[src/rtl/fetch_pc_unit.sv]
// Fetch-PC generator: one I-cache request in flight, redirect capture, stale-response drop.
// Optional FETCH_PC_ADEL_EN: flag misaligned fetch targets on fetch_adel and stall requests.
module fetch_pc_unit #(
    parameter int          FETCH_WIDTH = 2,
    parameter logic [31:0] RESET_PC    = 32'hbfc0_0000,
    localparam int         CW          = $clog2(FETCH_WIDTH + 1)
) (
    input  logic          clk,
    input  logic          rst,
    input  logic          i_pc_en,
    input  logic          i_fifo_full,
    input  logic          i_branch_taken,
    input  logic [31:0]   i_branch_address,
    input  logic          i_exception_taken,
    input  logic [31:0]   i_exception_address,
    output logic          o_req_valid,
    output logic [31:0]   o_req_addr,
    input  logic          i_req_ready,
    input  logic          i_resp_valid,
    input  logic [CW-1:0] i_resp_count,
    output logic          o_resp_keep,
    output logic [31:0]   o_resp_pc,
    output logic [31:0]   o_pc_address,
    output logic          o_fetch_adel
);

    typedef enum logic [1:0] {
        S_IDLE,
        S_REQ,
        S_WAIT,
        S_FLUSH
    } state_t;

    state_t      r_state;
    state_t      w_next;
    logic [31:0] r_pc;
    logic        r_req_valid;
    logic [31:0] r_req_addr;
    logic [31:0] r_pend_addr;

    logic        w_redir;
    logic [31:0] w_tgt;
    logic        w_pc_load;
    logic        w_pc_step;
    logic [31:0] w_pc_d;
    logic        w_pend_load;
    logic [31:0] w_pend_d;
    logic [31:0] w_pc_inc;
    logic [31:0] w_req_base;
    logic        w_adel;

    // exception always outranks a same-cycle branch
    assign w_redir  = i_branch_taken | i_exception_taken;
    assign w_tgt    = i_exception_taken ? i_exception_address : i_branch_address;
    assign w_pc_inc = r_pc + {{(30-CW){1'b0}}, i_resp_count, 2'b00};

`ifdef FETCH_PC_ADEL_EN
    logic r_adel;

    always_ff @(posedge clk) begin
        if (rst) begin
            r_adel <= 1'b0;
        end else if (w_pc_load) begin
            r_adel <= |w_pc_d[1:0];
        end
    end

    assign w_adel     = r_adel;
    assign w_req_base = r_pc;
`else
    assign w_adel     = 1'b0;
    assign w_req_base = {r_pc[31:2], 2'b00};
`endif

    always_ff @(posedge clk) begin
        if (rst) begin
            r_state <= S_IDLE;
        end else begin
            r_state <= w_next;
        end
    end

    always_comb begin
        w_next = r_state;
        unique case (r_state)
            S_IDLE: begin
                if (!w_redir && i_pc_en && !i_fifo_full && !w_adel) begin
                    w_next = S_REQ;
                end
            end
            S_REQ: begin
                if (w_redir) begin
                    w_next = i_req_ready ? S_FLUSH : S_IDLE;
                end else if (i_req_ready) begin
                    w_next = S_WAIT;
                end
            end
            S_WAIT: begin
                if (i_resp_valid) begin
                    w_next = S_IDLE;
                end else if (w_redir) begin
                    w_next = S_FLUSH;
                end
            end
            S_FLUSH: begin
                if (i_resp_valid) begin
                    w_next = S_IDLE;
                end
            end
            default: w_next = S_IDLE;
        endcase
    end

    always_comb begin
        w_pc_load   = 1'b0;
        w_pc_step   = 1'b0;
        w_pc_d      = r_pc;
        w_pend_load = 1'b0;
        w_pend_d    = w_tgt;
        unique case (r_state)
            S_IDLE: begin
                if (w_redir) begin
                    w_pc_load = 1'b1;
                    w_pc_d    = w_tgt;
                end
            end
            S_REQ: begin
                if (w_redir && i_req_ready) begin
                    w_pend_load = 1'b1;
                end else if (w_redir) begin
                    w_pc_load = 1'b1;
                    w_pc_d    = w_tgt;
                end
            end
            S_WAIT: begin
                if (i_resp_valid && w_redir) begin
                    w_pc_load = 1'b1;
                    w_pc_d    = w_tgt;
                end else if (i_resp_valid) begin
                    w_pc_step = 1'b1;
                    w_pc_d    = w_pc_inc;
                end else if (w_redir) begin
                    w_pend_load = 1'b1;
                end
            end
            S_FLUSH: begin
                // a pending target yields only to a newer exception
                if (i_resp_valid) begin
                    w_pc_load = 1'b1;
                    w_pc_d    = i_exception_taken ? i_exception_address : r_pend_addr;
                end else if (i_exception_taken) begin
                    w_pend_load = 1'b1;
                    w_pend_d    = i_exception_address;
                end
            end
            default: ;
        endcase
    end

    always_ff @(posedge clk) begin
        if (rst) begin
            r_pc        <= RESET_PC;
            r_req_valid <= 1'b0;
            r_req_addr  <= RESET_PC;
            r_pend_addr <= 32'h0;
        end else begin
            r_req_valid <= (w_next == S_REQ);
            if (r_state == S_IDLE && w_next == S_REQ) begin
                r_req_addr <= w_req_base;
            end
            if (w_pc_load || w_pc_step) begin
                r_pc <= w_pc_d;
            end
            if (w_pend_load) begin
                r_pend_addr <= w_pend_d;
            end
        end
    end

    always_comb begin
        o_resp_keep = (r_state == S_WAIT) && i_resp_valid && !w_redir;
        o_resp_pc   = r_pc;
    end

    assign o_req_valid  = r_req_valid;
    assign o_req_addr   = r_req_addr;
    assign o_pc_address = r_pc;
    assign o_fetch_adel = w_adel;

endmodule

[config.mk]
export PLATFORM = sky130hd
export DESIGN_NAME = fetch_pc_unit
export DESIGN_NICKNAME = d
export VERILOG_FILES = /design/src/rtl/fetch_pc_unit.sv
export SDC_FILE = /design/constraint.sdc
export NUM_CORES = 1
export LEC_CHECK = 0
export ABC_AREA = 0
export BUFFER_PORTS_ARGS = -buffer_cell sky130_fd_sc_hd__buf_2
export CAP_MARGIN = 25
export CORE_UTILIZATION = 34
export DETAILED_ROUTE_END_ITERATION = 10
export PLACE_DENSITY = 0.66
export SLEW_MARGIN = 20
export SYNTH_ARGS = -nofsm -noshare
export SYNTH_HDL_FRONTEND = slang
export SYNTH_SLANG_ARGS = --single-unit
[constraint.sdc]
create_clock -name clk -period 2.35 [get_ports clk]
set_clock_uncertainty 0.15 [all_clocks]
set_input_delay 0.1175 -clock clk [delete_from_list [all_inputs] [get_ports clk]]
set_output_delay 0.1175 -clock clk [all_outputs]
set_load 0.05 [all_outputs]
==> impl_metrics.csv, run 1 <==
group,metric,value,unit
run_status,status,"complete, no violations",
finish,nets,1013,
clock_tree,clock-sinks,97,
placement,port_buffers,169,
routing,routed_wirelength,19100,um
clock_tree,clock_latency,0.35,ns
logic_synthesis,yosysTopAreaCell,"dfxtp_1",
global_routing,grt_max_degree,62,
finish,diodes,0,
routing,num_vias,6225,
sta,setup_viol_count_final,0,
power_and_ir_drop,switchingPower,1.59,mW
clock_tree,cts_buffer_depth,2,
logic_synthesis,synth_edf_count,0,
die,die_x,133,um
sta,final_hold_viol_count,0,
clock_tree,clock-root-buffer,"clkbuf_16",
sta,rsz0062_at_grt,"true",
logic_synthesis,netlist_top_cells_count,"115 x nand2_1, 97 x dfxtp_1, 67 x nor2_1, 52 x a21oi_1, 52 x clkbuf_1",
die,die_y,133,um
power_and_ir_drop,power.internal,3.25,mW
power_and_ir_drop,ir_drop,345,uV
power_and_ir_drop,p_comb_share,25.1,%
finish,area_delta_synth_final,31.2,%
finish,fill_cells,1636,
power_and_ir_drop,powerDensity,631,mW/mm^2
critical_path,crit_arrival,2.40,ns
finish,seqCellArea,0.00196,mm^2
logic_synthesis,post-synth-top-count-cell,"nand2_1",
finish,fin_cells,1161,
routing,wl_per_cell,16.5,um
logic_synthesis,syn_area,0.00585,mm^2
logic_synthesis,synth_seq_cells,97,
sta,max_freq,0.435,GHz
clock_tree,cts_buffers,9,
clock_tree,clkTransAtPathRegs,0.07,ns
logic_synthesis,synth.top_cell.area_share,33.2,%
logic_synthesis,yosysWarnings,0,
sta,fin_tns_setup,0,ns
global_routing,antenna_found_initial,0,
placement,place_inst,1117,
routing,drc_errors,0,
sta,tightest_slew,0.678,ns
routing,dr.pass1.iters,5,
die,ioPinCount,173,
critical_path,cp-end-kind,"flop",
sta,final_max_slew_viol_count,0,
worst_hold_path,hold_class,"input pin to flop",
finish,layout-drive-gt1-share,29.1,%
finish,utilization,45.9,%
logic_synthesis,netlist_instances,765,
logic_synthesis,ys_seq_area_share,33.2,%
logic_synthesis,async_flop_share,0,%
critical_path,crit_path_max_fanout,5,
clock_tree,htree_num_levels,3,
sta,relSlewSlack,54.8,%
job,maxCapViolations,0,
power_and_ir_drop,p_leak,3.24,nW
logic_synthesis,ys.flop_type,"dfxtp_1",
critical_path,cp-start-kind,"flop",
routing,drt_iter0_drc,389,
logic_synthesis,synth_cell_types,59,
placement,place_congestion,0.849,
global_routing,grt_pass1_vias,5331,
sta,fin_crit_sh,97.8,%
clock_tree,cts_tree,"yes",
power_and_ir_drop,pwr-share-clk,38.0,%
global_routing,grt_util_all_layers,21.2,%
global_routing,grt_pass1_wl,29500,um
power_and_ir_drop,sw_frac_of_total,32.9,%
routing,routed_via_density,5.36,
die,core_area,0.0167,mm^2
critical_path,crit_required,2.45,ns
placement,place_hpwl,13900,um
logic_synthesis,synthTopCellsByArea,"dfxtp_1 33%, nand2_1 7.4%, mux2i_1 7.0%",
die,initial_utilization,35.0,%
routing,antenna_left,0,
sta,min_period,2.30,ns
die,rows,47,
global_routing,gr-total-overflow,0,
power_and_ir_drop,seqPwrFrac,36.8,%
logic_synthesis,syn_avg_cell_area,7.64,um^2
critical_path,crit_type,"flop to flop",
finish,multi_input_area,0.00341,mm^2
die,die_area,0.0177,mm^2
critical path, stage by stage (launching register included):
cell	delay, ns
dfxtp_4	0.37
ha_4	0.13
inv_2	0.03
fa_2	0.34
nand4b_1	0.19
buf_6	0.15
buf_4	0.13
nor2_2	0.11
nand4b_1	0.13
mux2_2	0.30
a21o_1	0.15
path summary, 6_finish.rpt:
path                   startpoint               end  slack (ns)  cells past startpoint
setup / recovery  o_pc_address[2]  o_pc_address[28]        0.05                     10
hold / removal     i_branch_taken        r_state[0]        0.04                      3
setup reg to reg  o_pc_address[2]  o_pc_address[28]        0.05                     10
hold reg to reg    o_req_addr[10]    o_req_addr[10]        0.30                      2
what timing repair did:
action	CTS	global route
buffers inserted	1	4
hold buffers	23	0
setup endpoints to repair	2	3
pin swaps	0	5
gates resized for setup	0	4
endpoints found under the hold margin	18	0
placed cells by master, fill, tap and decap left out, drive strengths merged, types with 3 or more instances in the layout:
| cell type | instances |
|---|---|
| inv | 11 |
| and3 | 12 |
| bufinv | 4 |
| xor2 | 10 |
| nor3 | 22 |
| nor2b | 5 |
| o211ai | 12 |
| nor4 | 9 |
| a21boi | 11 |
| a211oi | 33 |
| conb | 3 |
| nand4b | 4 |
| nand2 | 115 |
| mux2i | 41 |
| xnor2 | 4 |
| a21oi | 52 |
| or3 | 3 |
| o31ai | 4 |
| clkinv | 3 |
| dlygate4sd3 | 23 |
| a311oi | 14 |
| nand4 | 12 |
| o22ai | 3 |
| a211o | 8 |
| a31oi | 4 |
| clkbuf | 9 |
| dfxtp | 97 |
| o311ai | 4 |
| nand3 | 20 |
| nand3b | 11 |
| nand2b | 5 |
| and2 | 3 |
| o21ai | 41 |
| nor2 | 67 |
| buf | 234 |
flip-flops by register name, indices dropped and copies added, names as in the netlist:
signal / flops
r_pend_addr: 32
r_state: 2
o_req_valid: 1
o_req_addr: 30
o_pc_address: 32
area by class of cell:
type | instances | area share, %
repair buffers | 257 | 21.1
clock buffers | 9 | 2.94
inverters | 11 | 0.538
flip-flops and latches | 97 | 25.5
well taps | 220 | 3.59
multi-input cells | 560 | 44.5
clock inverters | 7 | 1.86
power groups by stage:
stage | registers (mW) | clock network (mW) | logic, mW
after floorplan | 2.03 | 0 | 0.636
after global placement | 1.82 | 0 | 1.17
after detailed placement | 1.82 | 0 | 1.17
after CTS | 1.78 | 1.89 | 1.21
after global routing | 1.79 | 1.95 | 1.29
final | 1.78 | 1.84 | 1.22
layer usage:
layer  global-route usage [%]  vias up  routed length [um]
met5                        0        -                   0
met3                     3.92       20                1390
met1                     31.4     2876                9220
li1                         -     3060                   -
met2                     30.7      269                8200
met4                     6.76        0                 304
cell families after synthesis:
group	after synthesis	synth area share, %
and+or+nand+nor	294	24.1
xor gates and xnor gates	14	2.10
adders and majority gates	3	0.770
muxes	42	7.21
DFF	97	33.2
buffers and inverters	110	9.54
AOI/OAI and AO/OA	204	23.0
other	1	0.0641
metrics by stage:
step | power (mW) | setup WS [ns] | hold slack [ns] | area (um^2)
global route | 5.04 | -0.0392 | 0.0447 | 7670
global placement | 2.98 | 0.0474 | 0.260 | 7030
CTS | 4.88 | 0.0705 | 0.0107 | 7630
floorplan | 2.66 | 0.00318 | 0.138 | 5900
finish | 4.84 | 0.0509 | 0.0354 | 7670
detailed placement | 2.99 | 0.0225 | 0.264 | 7030
Note: power is estimated with default switching activity, not from simulation.
==> run 2: changes to the inputs <==
--- a/config.mk
+++ b/config.mk
@@ -8,10 +8,11 @@
 export ABC_AREA = 0
 export BUFFER_PORTS_ARGS = -buffer_cell sky130_fd_sc_hd__buf_2
 export CAP_MARGIN = 25
-export CORE_UTILIZATION = 34
+export CELL_PAD_IN_SITES_DETAIL_PLACEMENT = 2
+export CELL_PAD_IN_SITES_GLOBAL_PLACEMENT = 2
+export CORE_UTILIZATION = 26
 export DETAILED_ROUTE_END_ITERATION = 10
-export PLACE_DENSITY = 0.66
-export SLEW_MARGIN = 20
+export PLACE_DENSITY = 0.83
 export SYNTH_ARGS = -nofsm -noshare
 export SYNTH_HDL_FRONTEND = slang
 export SYNTH_SLANG_ARGS = --single-unit
==> run 2 against run 1 <==
The flow now finishes with violations (design-rule violations). Register-to-register slack hardly changed. Setup slack worse by 0.0060 ns. Critical path depth is 1 lower. Total power is 2.2% lower. Non-clock buffer count is 6 lower. Sequential power hardly changed. Core utilization is 11 points lower. Critical path type unchanged.
==> impl_metrics.csv, run 2 (synthesized netlist as in run 1, its figures left out) <==
group,metric,value,unit
run_status,status,"finished with violations",
run_status,failed_checks,"design-rule violations",
routing,routed_wirelength,25000,um
global_routing,grt_pass1_wl,39600,um
critical_path,reg2reg_slack,0.04,ns
clock_tree,clkTransAtPathRegs,0.07,ns
sta,fin_ws,0.0450,ns
clock_tree,clock_latency,0.36,ns
global_routing,top_usage_layer,"met2",
critical_path,cp-end-kind,"flop",
finish,final_cell_mix,"167 x buf_2, 115 x nand2_1, 88 x dfxtp_1",
critical_path,crit_required,2.45,ns
global_routing,grt_util_met3,2.77,%
job,maxCapViolations,0,
routing,num_vias,6453,
sta,final_hold_viol_count,0,
placement,port_buffers,169,
clock_tree,cts_buffers,9,
critical_path,cp-start-kind,"flop",
placement,dpl-instance-area,0.00715,mm^2
sta,setup_viol_count_final,0,
critical_path,critPathSlowestCell,"or3_4",
critical_path,crit_type,"flop to flop",
placement,place_congestion,0.827,
clock_tree,clock-root-buffer,"clkbuf_16",
finish,area_delta_synth_final,31.7,%
die,core_area,0.0220,mm^2
routing,drc_errors,48,
critical_path,max_stage_delay,0.39,ns
global_routing,antenna_found_initial,1,
global_routing,grtUsageMet1,28.7,%
die,ioPinCount,173,
die,die_area,0.0231,mm^2
worst_hold_path,hold_class,"input pin to flop",
placement,place_hpwl,18000,um
routing,antenna_left,0,
critical_path,crit_arrival,2.41,ns
die,rows,54,
power_and_ir_drop,p_total,4.74,mW
sta,min_period,2.31,ns
critical_path,path_cells,"ha_4, inv_1, fa_2, nand4b_1, buf_4, or3_4, nor3_2, a21oi_1, o32ai_1",
sta,max_freq,0.434,GHz
power_and_ir_drop,p_leak,3.20,nW
sta,tightest_slew,0.631,ns
die,die_x,152,um
sta,final_max_slew_viol_count,0,
die,die_y,152,um
critical_path,crit_path_max_fanout,5,
power_and_ir_drop,ir_drop,314,uV
routing,routed_via_density,5.31,
die,initial_utilization,26.6,%
placement,place_inst,1179,
clock_tree,cts_tree,"yes",
finish,nets,1007,
placement,post-place-ws,-0.0864,ns
global_routing,met2_usage,36.4,%
sta,fin_crit_sh,98.1,%
power_and_ir_drop,powerDensity,615,mW/mm^2
global_routing,grt_max_degree,101,
routing,drt_iter0_drc,300,
global_routing,grt_pass1_vias,6907,
finish,layout-drive-gt1-share,29.6,%
clock_tree,cts_buffer_depth,2,
global_routing,grt_util_all_layers,21.7,%
finish,layout_commonest_cell,"buf_2",
finish,fin_cells,1216,
clock_tree,clock-sinks,97,
global_routing,gr-total-overflow,0,
routing,wl_per_cell,20.6,um
clock_tree,htree_num_levels,3,
routing,dr.pass1.iters,8,
sta,relSlewSlack,57.6,%
finish,fin_area,0.00770,mm^2
-- run 2: area by class of cell --
class / instances / area [um^2]
clock buffers: 14 / 264
clock inverters: 2 / 60.1
inverters: 11 / 41.3
multi-input cells: 560 / 3440
well taps: 280 / 350
flip-flops and latches: 97 / 1960
diodes: 1 / 2.50
fillers: 2544 / 14300
repair buffers: 251 / 1590
-- run 2: worst max-delay path, delay by kind of cell (launching register included) --
kind,cells,cell delay [ns]
buffers and inverters,2,0.22
flip-flops,1,0.38
AND/OR/NAND/NOR,3,0.71
AO/OA/AOI/OAI,2,0.24
adder cells (fa/ha/maj),2,0.50
-- run 2: where the power goes --
group          total (mW)  internal [mW]  switching, mW  leakage [nW]
registers            1.79           1.72         0.0747         0.795
clock network        1.68          0.995          0.681         0.157
logic                1.27          0.382          0.886          2.25
-- run 2: repair_timing --
item / 4_1_cts / 5_1_grt
hold buffers: 18 / 0
endpoints found under the setup margin: 11 / 13
resized for setup: 2 / 7
hold endpoints to repair: 9 / 0
buffers inserted: 1 / 1
-- run 2: per-layer routing --
layer | part of all wire [%] | up-vias
li1 | - | 3033
met2 | 47 | 177
met3 | 3.9 | 34
met5 | 0 | -
met4 | 2.1 | 0
met1 | 47 | 3209
-- run 2: metrics by stage --
| stage | setup TNS [ns] | hold slack [ns] | util [%] |
|---|---|---|---|
| after global placement | -0.00108 | 0.259 | 32.5 |
| after global routing | -0.0589 | 0.0571 | 35.1 |
| final | 0 | 0.0454 | 35.1 |
| after detailed placement | -0.301 | 0.274 | 32.5 |
| after CTS | 0 | 0.0333 | 34.9 |
| after floorplan | 0 | 0.138 | - |
-- run 2: path summary, 6_finish.rpt --
check,end,cells past startpoint,start
setup / recovery,o_pc_address[14],9,o_pc_address[2]
hold / removal,r_pend_addr[5],3,i_branch_address[5]
setup reg to reg,o_pc_address[14],9,o_pc_address[2]
hold reg to reg,o_req_addr[30],2,o_req_addr[30]
